`config.mk`:
```
export PLATFORM = sky130hd
export DESIGN_NAME = nios_mtl_sysid_ext
export DESIGN_NICKNAME = d
export VERILOG_FILES = /design/src/rtl/nios_mtl_sysid_ext.sv
export SDC_FILE = /design/constraint.sdc
export NUM_CORES = 1
export LEC_CHECK = 0
export BUFFER_PORTS_ARGS = -buffer_cell sky130_fd_sc_hd__buf_4
export CAP_MARGIN = 10
export CORE_MARGIN = 1
export CORE_UTILIZATION = 62
export CTS_CLUSTER_DIAMETER = 100
export DETAILED_ROUTE_END_ITERATION = 8
export PLACE_DENSITY = 0.83
export REMOVE_ABC_BUFFERS = 1
export SETUP_SLACK_MARGIN = 0.2
export SLEW_MARGIN = 20
export SYNTH_ARGS = -nofsm -noshare
export SYNTH_HDL_FRONTEND = slang
export SYNTH_SLANG_ARGS = --single-unit
```
`constraint.sdc`:
```
create_clock -name clock -period 3.8 [get_ports clock]
set_input_delay 1.14 -clock clock [delete_from_list [all_inputs] [get_ports clock]]
set_output_delay 1.14 -clock clock [all_outputs]
set_load 0.1 [all_outputs]
```
`src/rtl/nios_mtl_sysid_ext.sv`:
```
// rtl/nios_mtl_sysid_ext.sv - system-ID peripheral with uptime counter, scratch, ctrl/status and caps
module nios_mtl_sysid_ext #(
  parameter logic [31:0] ID_VALUE    = 32'h57164B78,
  parameter logic [31:0] TIMESTAMP   = 32'h0,
  parameter int          CNT_W       = 64,
  parameter int          ADDR_W      = 3,
  parameter logic [31:0] SCRATCH_RST = 32'h0
) (
  input  logic              clock,
  input  logic              reset_n,
  input  logic [ADDR_W-1:0] address,
  input  logic              read,
  input  logic              write,
  input  logic [3:0]        byteenable,
  input  logic [31:0]       writedata,
  output logic [31:0]       readdata,
  output logic              readdatavalid
);

  localparam logic [ADDR_W-1:0] A_ID      = ADDR_W'(0);
  localparam logic [ADDR_W-1:0] A_TSTAMP  = ADDR_W'(1);
  localparam logic [ADDR_W-1:0] A_UP_LO   = ADDR_W'(2);
  localparam logic [ADDR_W-1:0] A_UP_HI   = ADDR_W'(3);
  localparam logic [ADDR_W-1:0] A_SCRATCH = ADDR_W'(4);
  localparam logic [ADDR_W-1:0] A_CTRL    = ADDR_W'(5);
  localparam logic [ADDR_W-1:0] A_CAPS    = ADDR_W'(6);
  localparam logic [31:0]       CAPS_WORD = {16'h0001, 8'(CNT_W), 8'(ADDR_W)};

  logic [CNT_W-1:0]  uptime;
  logic [CNT_W-33:0] hi_snap;
  logic [31:0]       scratch;
  logic              run;
  logic              ovf;

  logic [31:0] hi_ext;
  logic [31:0] rd_mux;
  logic        ctrl_wr;
  logic        clear;
  logic        wrap;
  logic        lo_read;

  assign ctrl_wr = write && (address == A_CTRL) && byteenable[0];
  assign clear   = ctrl_wr && writedata[1];
  assign wrap    = run && (uptime == '1);
  assign lo_read = read && (address == A_UP_LO);

  always_comb begin
    hi_ext = '0;
    hi_ext[CNT_W-33:0] = hi_snap;
  end

  // Read mux sees only current state, so a same-cycle write is never visible to the read.
  always_comb begin
    rd_mux = '0;
    case (address)
      A_ID:      rd_mux = ID_VALUE;
      A_TSTAMP:  rd_mux = TIMESTAMP;
      A_UP_LO:   rd_mux = uptime[31:0];
      A_UP_HI:   rd_mux = hi_ext;
      A_SCRATCH: rd_mux = scratch;
      A_CTRL:    rd_mux = {29'b0, ovf, 1'b0, run};
      A_CAPS:    rd_mux = CAPS_WORD;
      default:   rd_mux = '0;
    endcase
  end

  always_ff @(posedge clock or negedge reset_n) begin
    if (!reset_n) begin
      readdata      <= '0;
      readdatavalid <= 1'b0;
      uptime        <= '0;
      hi_snap       <= '0;
      scratch       <= SCRATCH_RST;
      run           <= 1'b1;
      ovf           <= 1'b0;
    end else begin
      readdatavalid <= read;
      readdata      <= read ? rd_mux : '0;

      // Snapshot the pre-increment high bits so LO/HI form one coherent value.
      if (lo_read)
        hi_snap <= uptime[CNT_W-1:32];

      if (clear)
        uptime <= '0;
      else if (run)
        uptime <= uptime + CNT_W'(1);

      if (wrap)
        ovf <= 1'b1;
      else if (ctrl_wr && writedata[2])
        ovf <= 1'b0;

      if (ctrl_wr)
        run <= writedata[0];

      for (int i = 0; i < 4; i++) begin
        if (write && (address == A_SCRATCH) && byteenable[i])
          scratch[8*i +: 8] <= writedata[8*i +: 8];
      end
    end
  end

endmodule

```
==> results_dict.tcl <==
set metrics [dict create \
    status "finished, final reports clean" \
    min_period_ps 2770 \
    synth_cell_types 49 \
    layout.cells.non_filler 958 \
    synthFlopType "dfrtp_1" \
    p_int_mw 3.63 \
    die_h_um 113 \
    multi_input_area_um2 3320 \
    vias 6151 \
    first_pass_iters 5 \
    finalPower_mw 5.36 \
    ys_seq_area_share_pct 53.5 \
    place.gp.congestion 0.917 \
    cts.sink_count 163 \
    hold_path.class "reg2reg" \
    grt_pass1_wl_mm 31.1 \
    r2r_setup_slack_ps 1030 \
    synth-edff-count 0 \
    p_seq_share_pct 48.0 \
    synthCells 729 \
    cts-root-buf "clkbuf_16" \
    setup-tns-final_ps 0 \
    pwr-share-comb_pct 19.7 \
    synthArstFlopShare_pct 100 \
    skew_ps 6.50 \
    ys_seq_elements 163 \
    drt-initial-drc-count 636 \
    fillers 797 \
    p_sw_mw 1.73 \
    grt_overflow_total 0 \
    crit_type "reg2reg" \
    max_clock_freq_mhz 361 \
    final_nets 843 \
    drt_wl_total_mm 19.2 \
    hold_viol 0 \
    dpl.hpwl_mm 13.1 \
    r2r-end "uptime[54]" \
    critPathMaxFanout 26 \
    clk_latency_ps 430 \
    arrival_ps 3120 \
    pre_cts_ws_ps 886 \
    grt_start_max_net_pins 94 \
    pwr-share-clk_pct 32.2 \
    antenna_found_initial 0 \
    r2r_start "run" \
    cap_violations 0 \
    rows 40 \
    rsz0062_at_grt "false" \
    synth.most_common_cell "dfrtp_1" \
    synth_warnings 0 \
    worstSetupEndpointType "flip-flop" \
    antennaDiodeCount 0 \
    worstPathRequired_ps 4150 \
    yosys-top-cells-count "162 x dfrtp_1, 84 x nor2_1, 79 x a21oi_1" \
    setup_ws_ps 1030 \
    design_area_um2 8950 \
    seq_area_um2 4080 \
    start_util_pct 63.5 \
    die_w_um 113 \
    vias_per_cell 6.42 \
    synth_area_leaders "dfrtp_1 53%, mux2_2 9.5%, a21oi_1 5.2%, nor2_1 4.1%, xor2_1 2.4%" \
    postCtsSetupRepairBufs 0 \
    irDropWorstVdd_mv 0.365 \
    grt_usage_pct 32.2 \
    dieArea_um2 12700 \
    dpl_cell_area_um2 8350 \
    whs_ps 502 \
    cts_tree "done" \
    wl_per_cell_um 20.0 \
    leakage_nw 3.88 \
    rr_worst_depth 6 \
    fin_crit_sh_pct 72.9 \
    synthToLayoutAreaGrowth_pct 17.4 \
    report.final.slew_viol_count 0 \
    cts.clk_slew.worst_paths_ps 60 \
    numCtsBuffers 17 \
    design.core.area_um2 12000 \
    synth.largest_area_cell "dfrtp_1" \
    ctsHtreeMaxLevel 4 \
    portBuffers 75 \
    cts_resized 0 \
    switching_share_pct 32.3 \
    synth_area_um2 7620 \
    slew_headroom_pct 33.3 \
    cp-endpoint "uptime[54]" \
    num_io_pins 76 \
    critPathLaunchType "flip-flop" \
    ant_nets 0 \
    placed_cells 927 \
    remaining_drc_errors 0 \
    ctsHoldBuffers 0 \
    synth_area_per_cell_um2 10.5 \
    ctsLongestPathBuffers 2 \
    drive_gt1_share_pct 24.2 \
    setup_viol_count_final 0 \
    crit_start "run" \
    grt_pass1_vias 6044 \
    utilization_pct 74.5 \
    worst_slew_pin_slew_ps 993 \
    power.density_nw_per_um2 599 \
    synth.top_cell.area_share_pct 53.2 \
]
-- worst max-delay path, stage by stage (launching register included) --
cell	delay [ps]
dfstp_2	650
nand4_1	420
nor2_1	520
nand4_2	150
buf_4	260
or4_1	510
a21oi_1	160
-- final cells by class --
cell class	count	area share (%)
inverters	24	1.01
clock buffers	24	5.61
well taps	147	2.06
multi-input cells	506	37.2
flip-flops and latches	163	45.6
repair buffers	87	7.48
clock inverters	7	1.08
-- worst min path at each step --
stage / slack (ps) / startpoint / end / depth (start not counted)
6_report: 500 / scratch[1] / scratch[1] / 2
2_1_floorplan: 440 / ovf / ovf / 2
3_5_place_dp: 490 / scratch[1] / scratch[1] / 2
4_1_cts: 490 / ovf / ovf / 2
5_1_grt: 510 / scratch[10] / scratch[10] / 1
3_3_place_gp: 470 / scratch[1] / scratch[1] / 2
-- layout by cell type, fill, tap and decap left out, types with 2 or more instances in the layout --
| master | count |
|---|---|
| mux2_2 | 64 |
| o21ai_0 | 23 |
| a221oi_1 | 2 |
| o41ai_1 | 2 |
| clkbuf_8 | 5 |
| dfrtp_1 | 162 |
| a21oi_1 | 79 |
| nand2_1 | 46 |
| buf_4 | 85 |
| xor2_1 | 21 |
| mux2i_1 | 13 |
| or4_1 | 13 |
| clkbuf_1 | 2 |
| nor4_4 | 4 |
| inv_1 | 24 |
| nor3_1 | 14 |
| nand3_1 | 24 |
| nand3_2 | 2 |
| o31ai_1 | 12 |
| or3_1 | 18 |
| clkbuf_16 | 17 |
| nand4_1 | 22 |
| a2bb2oi_1 | 15 |
| clkinvlp_4 | 3 |
| nor4_1 | 3 |
| bufinv_16 | 2 |
| o311ai_0 | 2 |
| nand4_2 | 2 |
| o21a_1 | 4 |
| xnor2_1 | 8 |
| and3_2 | 2 |
| nor2_1 | 84 |
| and3_1 | 9 |
| and2_1 | 4 |
-- per-layer routing --
layer | routed length [µm] | track usage [%]
met1 | 7950 | 43.9
met4 | 631 | 16.1
met5 | 0 | 0
met2 | 9040 | 49.7
met3 | 1550 | 6.70
-- flip-flops by register name, indices dropped and copies added (netlist names) --
signal	flops
hi_ext	32
ovf	1
readdata	32
readdatavalid	1
run	1
scratch	32
uptime	64
-- logic make-up (layout without fill, tap and decap cells) --
family	after synthesis	in the layout	synth area share [%]
simple gates	256	256	17.5
flops	163	163	53.5
compound gates	143	143	11.1
mux	77	77	11.2
buf+inv	60	142	3.15
xor+xnor	29	29	3.33
fa+ha+maj	1	1	0.164
-- power by group through the flow --
stage | Sequential [mW] | Clock [mW] | Combinational, mW
after CTS | 2.55 | 1.74 | 1.06
after global routing | 2.61 | 1.80 | 1.15
after global placement | 2.54 | 0 | 0.994
after detailed placement | 2.56 | 0 | 1.05
after floorplan | 2.60 | 0 | 0.596
final | 2.57 | 1.73 | 1.06
Power figures use the tool's default switching activity.
